`config.mk`:
```
export PLATFORM = sky130hd
export DESIGN_NAME = run_controller_flat
export DESIGN_NICKNAME = d
export VERILOG_FILES = /design/src/rtl/run_controller_if.sv /design/src/rtl/run_controller.sv /design/src/flat_wrapper.sv
export SDC_FILE = /design/constraint.sdc
export NUM_CORES = 1
export LEC_CHECK = 0
export ABC_AREA = 1
export CAP_MARGIN = 20
export CORE_UTILIZATION = 49
export DETAILED_ROUTE_END_ITERATION = 8
export PLACE_DENSITY = 0.72
export SLEW_MARGIN = 0
export SYNTH_ARGS = -nofsm -noshare
export SYNTH_HDL_FRONTEND = slang
export SYNTH_SLANG_ARGS = --single-unit
```
`constraint.sdc`:
```
create_clock -name clk -period 2.9 [get_ports clk]
set_input_delay 0.58 -clock clk [delete_from_list [all_inputs] [get_ports clk]]
set_output_delay 0.58 -clock clk [all_outputs]
set_load 0.05 [all_outputs]
```
`src/rtl/run_controller_if.sv`:
```
// rtl/run_controller_if.sv - control/status bundle between a run master and the run controller
interface run_controller_if #(
    parameter int CW = 16
) ();
    logic          start;
    logic          core_done;
    logic          core_reset;
    logic          busy;
    logic          finished;
    logic          timeout;
    logic [CW-1:0] cycle_count;
    logic [7:0]    run_count;

    modport master (
        output start, core_done,
        input  core_reset, busy, finished, timeout, cycle_count, run_count
    );

    modport slave (
        input  start, core_done,
        output core_reset, busy, finished, timeout, cycle_count, run_count
    );
endinterface

```
`src/rtl/run_controller.sv`:
```
// rtl/run_controller.sv - sequences core reset, run supervision with timeout, and run bookkeeping
module run_controller #(
    parameter int RST_CYCLES = 4,
    parameter int CW         = 16,
    parameter int MAX_CYCLES = 50000
) (
    input  logic           clk,
    input  logic           rst,
    run_controller_if.slave bus
);
    typedef enum logic [1:0] {
        ST_IDLE = 2'd0,
        ST_HOLD = 2'd1,
        ST_RUN  = 2'd2,
        ST_FIN  = 2'd3
    } state_t;

    localparam logic [7:0]    HOLD_INIT = 8'(RST_CYCLES);
    localparam logic [CW-1:0] MAX_CNT   = CW'(MAX_CYCLES);
    localparam logic [CW-1:0] CC_ONE    = CW'(1);

    state_t        state_q, state_d;
    logic [7:0]    hold_cnt_q, hold_cnt_d;
    logic [CW-1:0] cycle_count_q, cycle_count_d;
    logic [CW-1:0] cycle_inc;
    logic [7:0]    run_count_q, run_count_d;
    logic          timeout_q, timeout_d;
    logic          core_reset_q, core_reset_d;
    logic          busy_q, busy_d;
    logic          finished_q, finished_d;

    assign cycle_inc = cycle_count_q + CC_ONE;

    always_comb begin
        state_d       = state_q;
        hold_cnt_d    = hold_cnt_q;
        cycle_count_d = cycle_count_q;
        run_count_d   = run_count_q;
        timeout_d     = timeout_q;

        case (state_q)
            ST_IDLE: begin
                if (bus.start) begin
                    state_d       = ST_HOLD;
                    hold_cnt_d    = HOLD_INIT;
                    cycle_count_d = '0;
                    timeout_d     = 1'b0;
                end
            end
            ST_HOLD: begin
                if (hold_cnt_q <= 8'd1) begin
                    state_d = ST_RUN;
                end else begin
                    hold_cnt_d = hold_cnt_q - 8'd1;
                end
            end
            ST_RUN: begin
                // Counted even on the exit cycle, so a timeout leaves the count at MAX_CYCLES.
                cycle_count_d = cycle_inc;
                if (bus.core_done) begin
                    state_d = ST_FIN;
                end else if (cycle_inc == MAX_CNT) begin
                    state_d   = ST_FIN;
                    timeout_d = 1'b1;
                end
            end
            ST_FIN: begin
                state_d = ST_IDLE;
                if (run_count_q != 8'hFF) begin
                    run_count_d = run_count_q + 8'd1;
                end
            end
            default: state_d = ST_IDLE;
        endcase

        // Outputs are decoded from the next state so they register in step with it.
        core_reset_d = (state_d != ST_RUN);
        busy_d       = (state_d != ST_IDLE);
        finished_d   = (state_d == ST_FIN);
    end

    always_ff @(posedge clk or posedge rst) begin
        if (rst) begin
            state_q       <= ST_IDLE;
            hold_cnt_q    <= 8'd0;
            cycle_count_q <= '0;
            run_count_q   <= 8'd0;
            timeout_q     <= 1'b0;
            core_reset_q  <= 1'b1;
            busy_q        <= 1'b0;
            finished_q    <= 1'b0;
        end else begin
            state_q       <= state_d;
            hold_cnt_q    <= hold_cnt_d;
            cycle_count_q <= cycle_count_d;
            run_count_q   <= run_count_d;
            timeout_q     <= timeout_d;
            core_reset_q  <= core_reset_d;
            busy_q        <= busy_d;
            finished_q    <= finished_d;
        end
    end

    assign bus.core_reset  = core_reset_q;
    assign bus.busy        = busy_q;
    assign bus.finished    = finished_q;
    assign bus.timeout     = timeout_q;
    assign bus.cycle_count = cycle_count_q;
    assign bus.run_count   = run_count_q;
endmodule

```
`src/flat_wrapper.sv`:
```
// flat-port wrapper written by rule: the top's interface ports become plain ports
module run_controller_flat 
#(
    parameter int RST_CYCLES = 4,
    parameter int CW         = 16,
    parameter int MAX_CYCLES = 50000
)
  (clk, rst, bus_start, bus_core_done, bus_core_reset, bus_busy, bus_finished, bus_timeout, bus_cycle_count, bus_run_count);
  run_controller_if #(.CW(CW)) bus_i ();
  input  logic clk;
  input  logic rst;
  input wire logic [$bits(bus_i.start)-1:0] bus_start;
  input wire logic [$bits(bus_i.core_done)-1:0] bus_core_done;
  output wire logic [$bits(bus_i.core_reset)-1:0] bus_core_reset;
  output wire logic [$bits(bus_i.busy)-1:0] bus_busy;
  output wire logic [$bits(bus_i.finished)-1:0] bus_finished;
  output wire logic [$bits(bus_i.timeout)-1:0] bus_timeout;
  output wire logic [$bits(bus_i.cycle_count)-1:0] bus_cycle_count;
  output wire logic [$bits(bus_i.run_count)-1:0] bus_run_count;
  assign bus_i.start = bus_start;
  assign bus_i.core_done = bus_core_done;
  assign bus_core_reset = bus_i.core_reset;
  assign bus_busy = bus_i.busy;
  assign bus_finished = bus_i.finished;
  assign bus_timeout = bus_i.timeout;
  assign bus_cycle_count = bus_i.cycle_count;
  assign bus_run_count = bus_i.run_count;
  run_controller #(.RST_CYCLES(RST_CYCLES), .CW(CW), .MAX_CYCLES(MAX_CYCLES)) u_core (.clk(clk), .rst(rst), .bus(bus_i));
endmodule
```
==> results_dict.tcl, run 1 <==
set metrics [dict create \
    post_cts_resize_count 0 \
    final_antenna_net_count 0 \
    period_minus_slack_ns 2.24 \
    die_area_um2 4750 \
    cts_post_setup_buffers_inserted 0 \
    synth.most_common_cell "sky130_fd_sc_hd__nand2_1" \
    worst_setup_path_start_kind "flop" \
    insertion_delay_ns 0.29 \
    internal_cell_power_uw 1350 \
    cts.sink_count 38 \
    clock-skew-final_ns 0.00304 \
    timing.critical_path.to "bus_cycle_count[2]" \
    final-max-slew-violation-count 0 \
    worst_case_reg_to_reg_path_depth 6 \
    yosysWarnings 0 \
    routabilityCongestion 0.841 \
    final-hold-violation-count 0 \
    power_frac_comb_pct 42.6 \
    clkPwrFrac_pct 22.8 \
    drv.max_cap_violation_count 0 \
    post_route_drc_violation_count 0 \
    num-fill-cells 388 \
    top_level_ports 32 \
    mappedNetlistArea_um2 2200 \
    crit_path_cell_trace "clkdlybuf4s50_1" \
    clock_tree.root_cell "sky130_fd_sc_hd__clkbuf_8" \
    maximum_resistive_drop_on_vdd_v 0.000495 \
    grt.total_usage_pct 22.9 \
    total_switching_power_uw 1060 \
    synth.largest_area_cell "sky130_fd_sc_hd__dfrtp_1" \
    area.growth.synth_to_final_pct 23.2 \
    cts_inserted_buffers 5 \
    worst_slew_pin_slew_ns 0.535 \
    largest_cells_by_area_after_synthesis "sky130_fd_sc_hd__dfrtp_1, sky130_fd_sc_hd__nand2_1, sky130_fd_sc_hd__inv_1" \
    wire_length_of_the_first_global_routing_pass_um 7940 \
    drtPass1Iterations 4 \
    detailedRoute.firstIterationViolations 159 \
    synthTopCellsByCount "sky130_fd_sc_hd__nand2_1, sky130_fd_sc_hd__inv_1, sky130_fd_sc_hd__dfrtp_1, sky130_fd_sc_hd__nor2_1, sky130_fd_sc_hd__nand3_1" \
    avg_cell_area_syn_um2 7.52 \
    worst-path-stages 1 \
    layout_worst_path_cycle_share_pct 77.4 \
    initial_core_util_pct 53.0 \
    crit-reg2reg-launch "u_core.state_q[1]" \
    detailed_place.area_um2 2570 \
    synthesis.nets 300 \
    pwr-share-seq_pct 34.6 \
    standard_cell_rows 23 \
    first_global_vias 1774 \
    antenna_cells_inserted 0 \
    min_path_type "reg -> reg" \
    routed_wl_um 4900 \
    clock_path_buffers 2 \
    final_layout_size_suffix_gt1_share_pct 9.70 \
    die_x_um 68.9 \
    port_buffers 31 \
    globalRoute.totalOverflow 0 \
    power_leakage_uw 0.00121 \
    nNetsFinal 337 \
    worst-endpoint-required_ns 2.32 \
    cts_tree "yes" \
    yosysUniqueCellTypes 29 \
    postSynthCellCount 292 \
    worst_path_max_delay_cell "sky130_fd_sc_hd__clkdlybuf4s50_1" \
    cts-hold-fix-buffers 0 \
    rsz0062_at_grt "no" \
    route.detailed.wl_per_inst_um 12.9 \
    timing.fmax_ghz 0.446 \
    reg2reg_end "u_core.bus.cycle_count[1]" \
    final-setup-viol-count 0 \
    placedCellCount 372 \
    chipHeight_um 68.9 \
    routed-via-count 2003 \
    setup.worst_path.start "u_core.bus.cycle_count[2]" \
    sw_frac_of_total_pct 43.9 \
    grt_antenna_before_repair 0 \
    timing.critical_path.slowest_cell_delay_ns 0.86 \
    critical_path.max_fanout 7 \
    yosys_register_bits 38 \
    setup.reg_to_reg.worst_slack_ns 0.96 \
    grt_start_max_net_pins 39 \
    cts_max_level 2 \
    fraction_of_registers_with_async_set_or_reset_after_synthesis_pct 100 \
    arrival_ns 1.66 \
    path_class "reg -> out" \
    buffers_plus_inverters_on_the_worst_setup_path 1 \
    fin_area_um2 2710 \
    yosysSeqAreaShare_pct 43.4 \
    slew_headroom_pct 64.3 \
    postSynth.topFlopCell "sky130_fd_sc_hd__dfrtp_1" \
    critical-path-top-delay-family "buffers and inverters" \
    fin_setup_tns_ns 0 \
    post-synth-top-area-fraction_pct 42.2 \
    power_density_nw_per_um2 888 \
    endpoint_kind "output pin" \
    avgViaCountPerCell 5.27 \
    placeableCoreArea_um2 4140 \
    outcome "finished clean" \
    layout.cells.non_filler 380 \
    cts.reportedPaths.clkPinSlew_ns 0.08 \
    number_of_enable_flip_flop_cells_after_synthesis 0 \
    place.detailed.hpwl_um 3530 \
]
-- per-stage QoR --
stage | utilization (%) | setup WS [ns] | total power, uW | hold slack [ns]
after floorplan | - | 0.882 | 1560 | 0.455
after global placement | 62.0 | 0.964 | 1840 | 0.463
after detailed placement | 62.0 | 0.980 | 1860 | 0.465
after CTS | 65.3 | 0.655 | 2420 | 0.484
after global routing | 65.3 | 0.604 | 2560 | 0.520
final | 65.3 | 0.656 | 2400 | 0.483
-- layout by cell type (no fill, tap or decap), drive strengths merged --
master / n
xor2: 7
clkinv: 2
inv: 39
nand2: 86
nand3b: 1
a21oi: 6
dfstp: 1
nor3: 5
nand3: 24
o21ai: 13
ha: 4
and3: 1
a31oi: 1
buf: 2
nand4: 10
o31ai: 3
clkdlybuf4s50: 31
o22ai: 8
clkbuf: 5
and2: 1
xnor2: 3
nor2: 38
dfrtp: 37
bufinv: 2
-- worst reg2reg max path: cells and delay by family (launching register included) --
family          cells  cell delay (ns)
compound gates      1             0.31
buf+inv             3             0.61
flops               1             0.43
simple gates        2             0.49
-- worst min path at each step --
stage,end,slack [ns],depth (start not counted),from
final,u_core.bus.timeout,0.48,2,u_core.bus.timeout
after floorplan,u_core.hold_cnt_q[3],0.46,1,u_core.hold_cnt_q[3]
after global placement,u_core.bus.timeout,0.46,2,u_core.bus.timeout
after CTS,u_core.bus.timeout,0.48,2,u_core.bus.timeout
after detailed placement,u_core.bus.timeout,0.46,2,u_core.bus.timeout
after global routing,u_core.bus.timeout,0.52,2,u_core.bus.timeout
-- area by class of cell --
cell class	count	area (um2)	share of cell area, %
inverters	40	150	5.55
clock buffers	5	68.8	2.54
flip-flops and latches	38	952	35.2
well taps	50	62.6	2.31
multi-input cells	211	1080	39.9
clock inverters	3	68.8	2.54
repair buffers	33	325	12.0
-- power by group through the flow --
stage                     clock (uW)  sequential (uW)  combinational (uW)
final                            549              831                1020
after floorplan                    0             1080                 484
after global placement             0              835                1010
after detailed placement           0              840                1020
after CTS                        556              830                1030
after global routing             577              857                1120
-- logic make-up (layout without fill, tap and decap cells) --
kind of cell    after synthesis  after routing  share of synthesized area, %
flops                        38             38                          43.4
compound gates               31             31                          8.09
fa+ha+maj                     4              4                          2.28
simple gates                166            166                          34.8
xor+xnor                     10             10                          3.99
buf+inv                      43             81                          7.52
-- metal layers --
metal	global-route usage [%]	vias to the layer above	routed length, um
met2	35.8	62	2100
met5	0	-	0
met4	9.18	0	86
met1	31.1	916	2500
li1	-	1015	-
met3	3.95	10	216
-- state kept, by name (all words and copies together), names as in the netlist --
signal                  count
u_core.bus.busy             1
u_core.bus.finished         1
u_core.bus.cycle_count     16
u_core.hold_cnt_q           8
u_core.bus.core_reset       1
u_core.bus.run_count        8
u_core.bus.timeout          1
u_core.state_q              2
(Power assumes the default switching activity.)
==> inputs of run 2 (changes only) <==
- PLACE_DENSITY: 0.72 -> 0.75
- clock period: 2.9 -> 1.85 ns (I/O delays scaled with it)
==> results_dict.tcl, run 2 (same netlist as run 1, synthesis figures left out) <==
set metrics [dict create \
    min_path_type "in -> async" \
    cts_tree "yes" \
    drv.max_cap_violation_count 0 \
    maximum_resistive_drop_on_vdd_v 0.000930 \
    post_route_drc_violation_count 0 \
    antenna_cells_inserted 0 \
    fin_area_um2 2780 \
    clock-skew-final_ns 0.00606 \
    endpoint_kind "flop" \
    cts_max_level 2 \
    chipHeight_um 68.9 \
    globalRoute.totalOverflow 0 \
    final_core_utilization_pct 67.0 \
    detailedRoute.firstIterationViolations 135 \
    final-hold-violation-count 0 \
    path_class "reg -> reg" \
    initial_core_util_pct 53.0 \
    rsz0062_at_grt "yes" \
    commonest_cells_after_routing_fill_and_taps_aside "sky130_fd_sc_hd__nand2_1, sky130_fd_sc_hd__inv_1, sky130_fd_sc_hd__buf_4" \
    placeableCoreArea_um2 4140 \
    timing.fmax_ghz 0.568 \
    power_density_nw_per_um2 1410 \
    critical_path.max_fanout 6 \
    worst_setup_path_start_kind "flop" \
    avgViaCountPerCell 5.36 \
    power_leakage_uw 0.00133 \
    drtPass1Iterations 4 \
    cts_inserted_buffers 5 \
    final-max-slew-violation-count 0 \
    cts.sink_count 38 \
    place.detailed.hpwl_um 3620 \
    outcome "finished clean" \
    period_minus_slack_ns 1.76 \
    layout_commonest_cell "sky130_fd_sc_hd__nand2_1" \
    grt_antenna_before_repair 0 \
    routabilityCongestion 0.881 \
    nNetsFinal 344 \
    route.detailed.wl_per_inst_um 13.4 \
    insertion_delay_ns 0.30 \
    num-fill-cells 382 \
    grt.total_usage_pct 23.6 \
    detailed_place.area_um2 2560 \
    clock_path_buffers 2 \
    routed_wl_um 5180 \
    final_layout_size_suffix_gt1_share_pct 23.7 \
    largest_register_ffs 16 \
    port_buffers 31 \
    first_global_vias 1899 \
    die_area_um2 4750 \
    slew_headroom_pct 66.8 \
    routed-via-count 2075 \
    standard_cell_rows 23 \
    arrival_ns 1.96 \
    die_x_um 68.9 \
    top_level_ports 32 \
    final_antenna_net_count 0 \
    layout_worst_path_cycle_share_pct 95.2 \
    cts.reportedPaths.clkPinSlew_ns 0.08 \
    area.growth.synth_to_final_pct 26.4 \
    worst-endpoint-required_ns 2.04 \
    worst_slew_pin_slew_ns 0.496 \
    clock_tree.root_cell "sky130_fd_sc_hd__clkbuf_8" \
    final-setup-viol-count 0 \
    wire_length_of_the_first_global_routing_pass_um 8250 \
    grt_start_max_net_pins 39 \
]
==> run 2: layer usage <==
layer / wire length, um / up-vias / global-route usage (%)
met5: 0 / - / 0
met4: 85 / 0 / 9.95
met3: 240 / 9 / 4.93
met2: 2330 / 53 / 36.5
met1: 2520 / 986 / 31.8
li1: - / 1027 / -
==> run 2: path summary, 6_finish.rpt <==
check / from / endpoint / slack, ns / cells past startpoint
setup / recovery: u_core.bus.cycle_count[3] / u_core.bus.timeout / 0.09 / 11
hold / removal: rst / u_core.bus.cycle_count[5] / 0.42 / 3
setup reg to reg: u_core.bus.cycle_count[3] / u_core.bus.timeout / 0.09 / 11
hold reg to reg: u_core.bus.timeout / u_core.bus.timeout / 0.48 / 2
max in group asynchronous: rst / u_core.bus.core_reset / 1.17 / 3
min in group clk: u_core.bus.timeout / u_core.bus.timeout / 0.48 / 2
==> run 2: what timing repair did <==
| action | CTS | global route |
|---|---|---|
| hold buffers | 0 | 0 |
| endpoints found under the setup margin | 0 | 7 |
| buffers inserted | 0 | 1 |
| gates resized for setup | 0 | 17 |
==> run 2: power breakdown <==
group / internal, uW / leakage (uW) / total [uW] / switching [uW]
sequential: 1060 / 0.000494 / 1330 / 265
clock: 541 / 0.0000683 / 867 / 327
combinational: 579 / 0.000771 / 1710 / 1140
==> run 2: layout make-up <==
| class | instances | area [um2] | area share (%) |
|---|---|---|---|
| Multi-Input combinational cell | 211 | 1140 | 41.0 |
| Sequential cell | 38 | 958 | 34.5 |
| Timing Repair Buffer | 40 | 329 | 11.9 |
| Inverter | 40 | 150 | 5.41 |
| Clock buffer | 5 | 68.8 | 2.48 |
| Clock inverter | 3 | 68.8 | 2.48 |
| Tap cell | 50 | 62.6 | 2.25 |
==> run 2: critical path, stage by stage (launching register included) <==
cell,delay (ns)
sky130_fd_sc_hd__dfrtp_1,0.45
sky130_fd_sc_hd__nand2_1,0.19
sky130_fd_sc_hd__nor2_4,0.21
sky130_fd_sc_hd__nand3_2,0.13
sky130_fd_sc_hd__o21ai_2,0.15
sky130_fd_sc_hd__nand2_1,0.10
sky130_fd_sc_hd__nor2_2,0.12
sky130_fd_sc_hd__nand3_2,0.08
sky130_fd_sc_hd__nand2_2,0.08
sky130_fd_sc_hd__nand2_2,0.04
sky130_fd_sc_hd__nand2_1,0.05
sky130_fd_sc_hd__nand2_1,0.04
==> run 2: per-stage QoR <==
step                      power (uW)  setup TNS (ns)  cells  hold WS [ns]  worst slack [ns]
after floorplan                 2450        -0.00507    292         0.455          -0.00507
after global placement          2930               0    378         0.470             0.137
after detailed placement        2960               0    378         0.472            0.0629
after CTS                       3830               0    386         0.425            0.0426
after global routing            4150         -0.0625    387         0.456           -0.0334
final                           3910               0    387         0.424            0.0894
==> inputs of run 3 (changes only) <==
- CTS_CLUSTER_DIAMETER: not set -> 200
- HOLD_SLACK_MARGIN: not set -> 0.02
- SLEW_MARGIN: 0 -> 20
==> results of run 3 <==
Same layout as run 2: the final DEF is identical, and so are final timing and power.
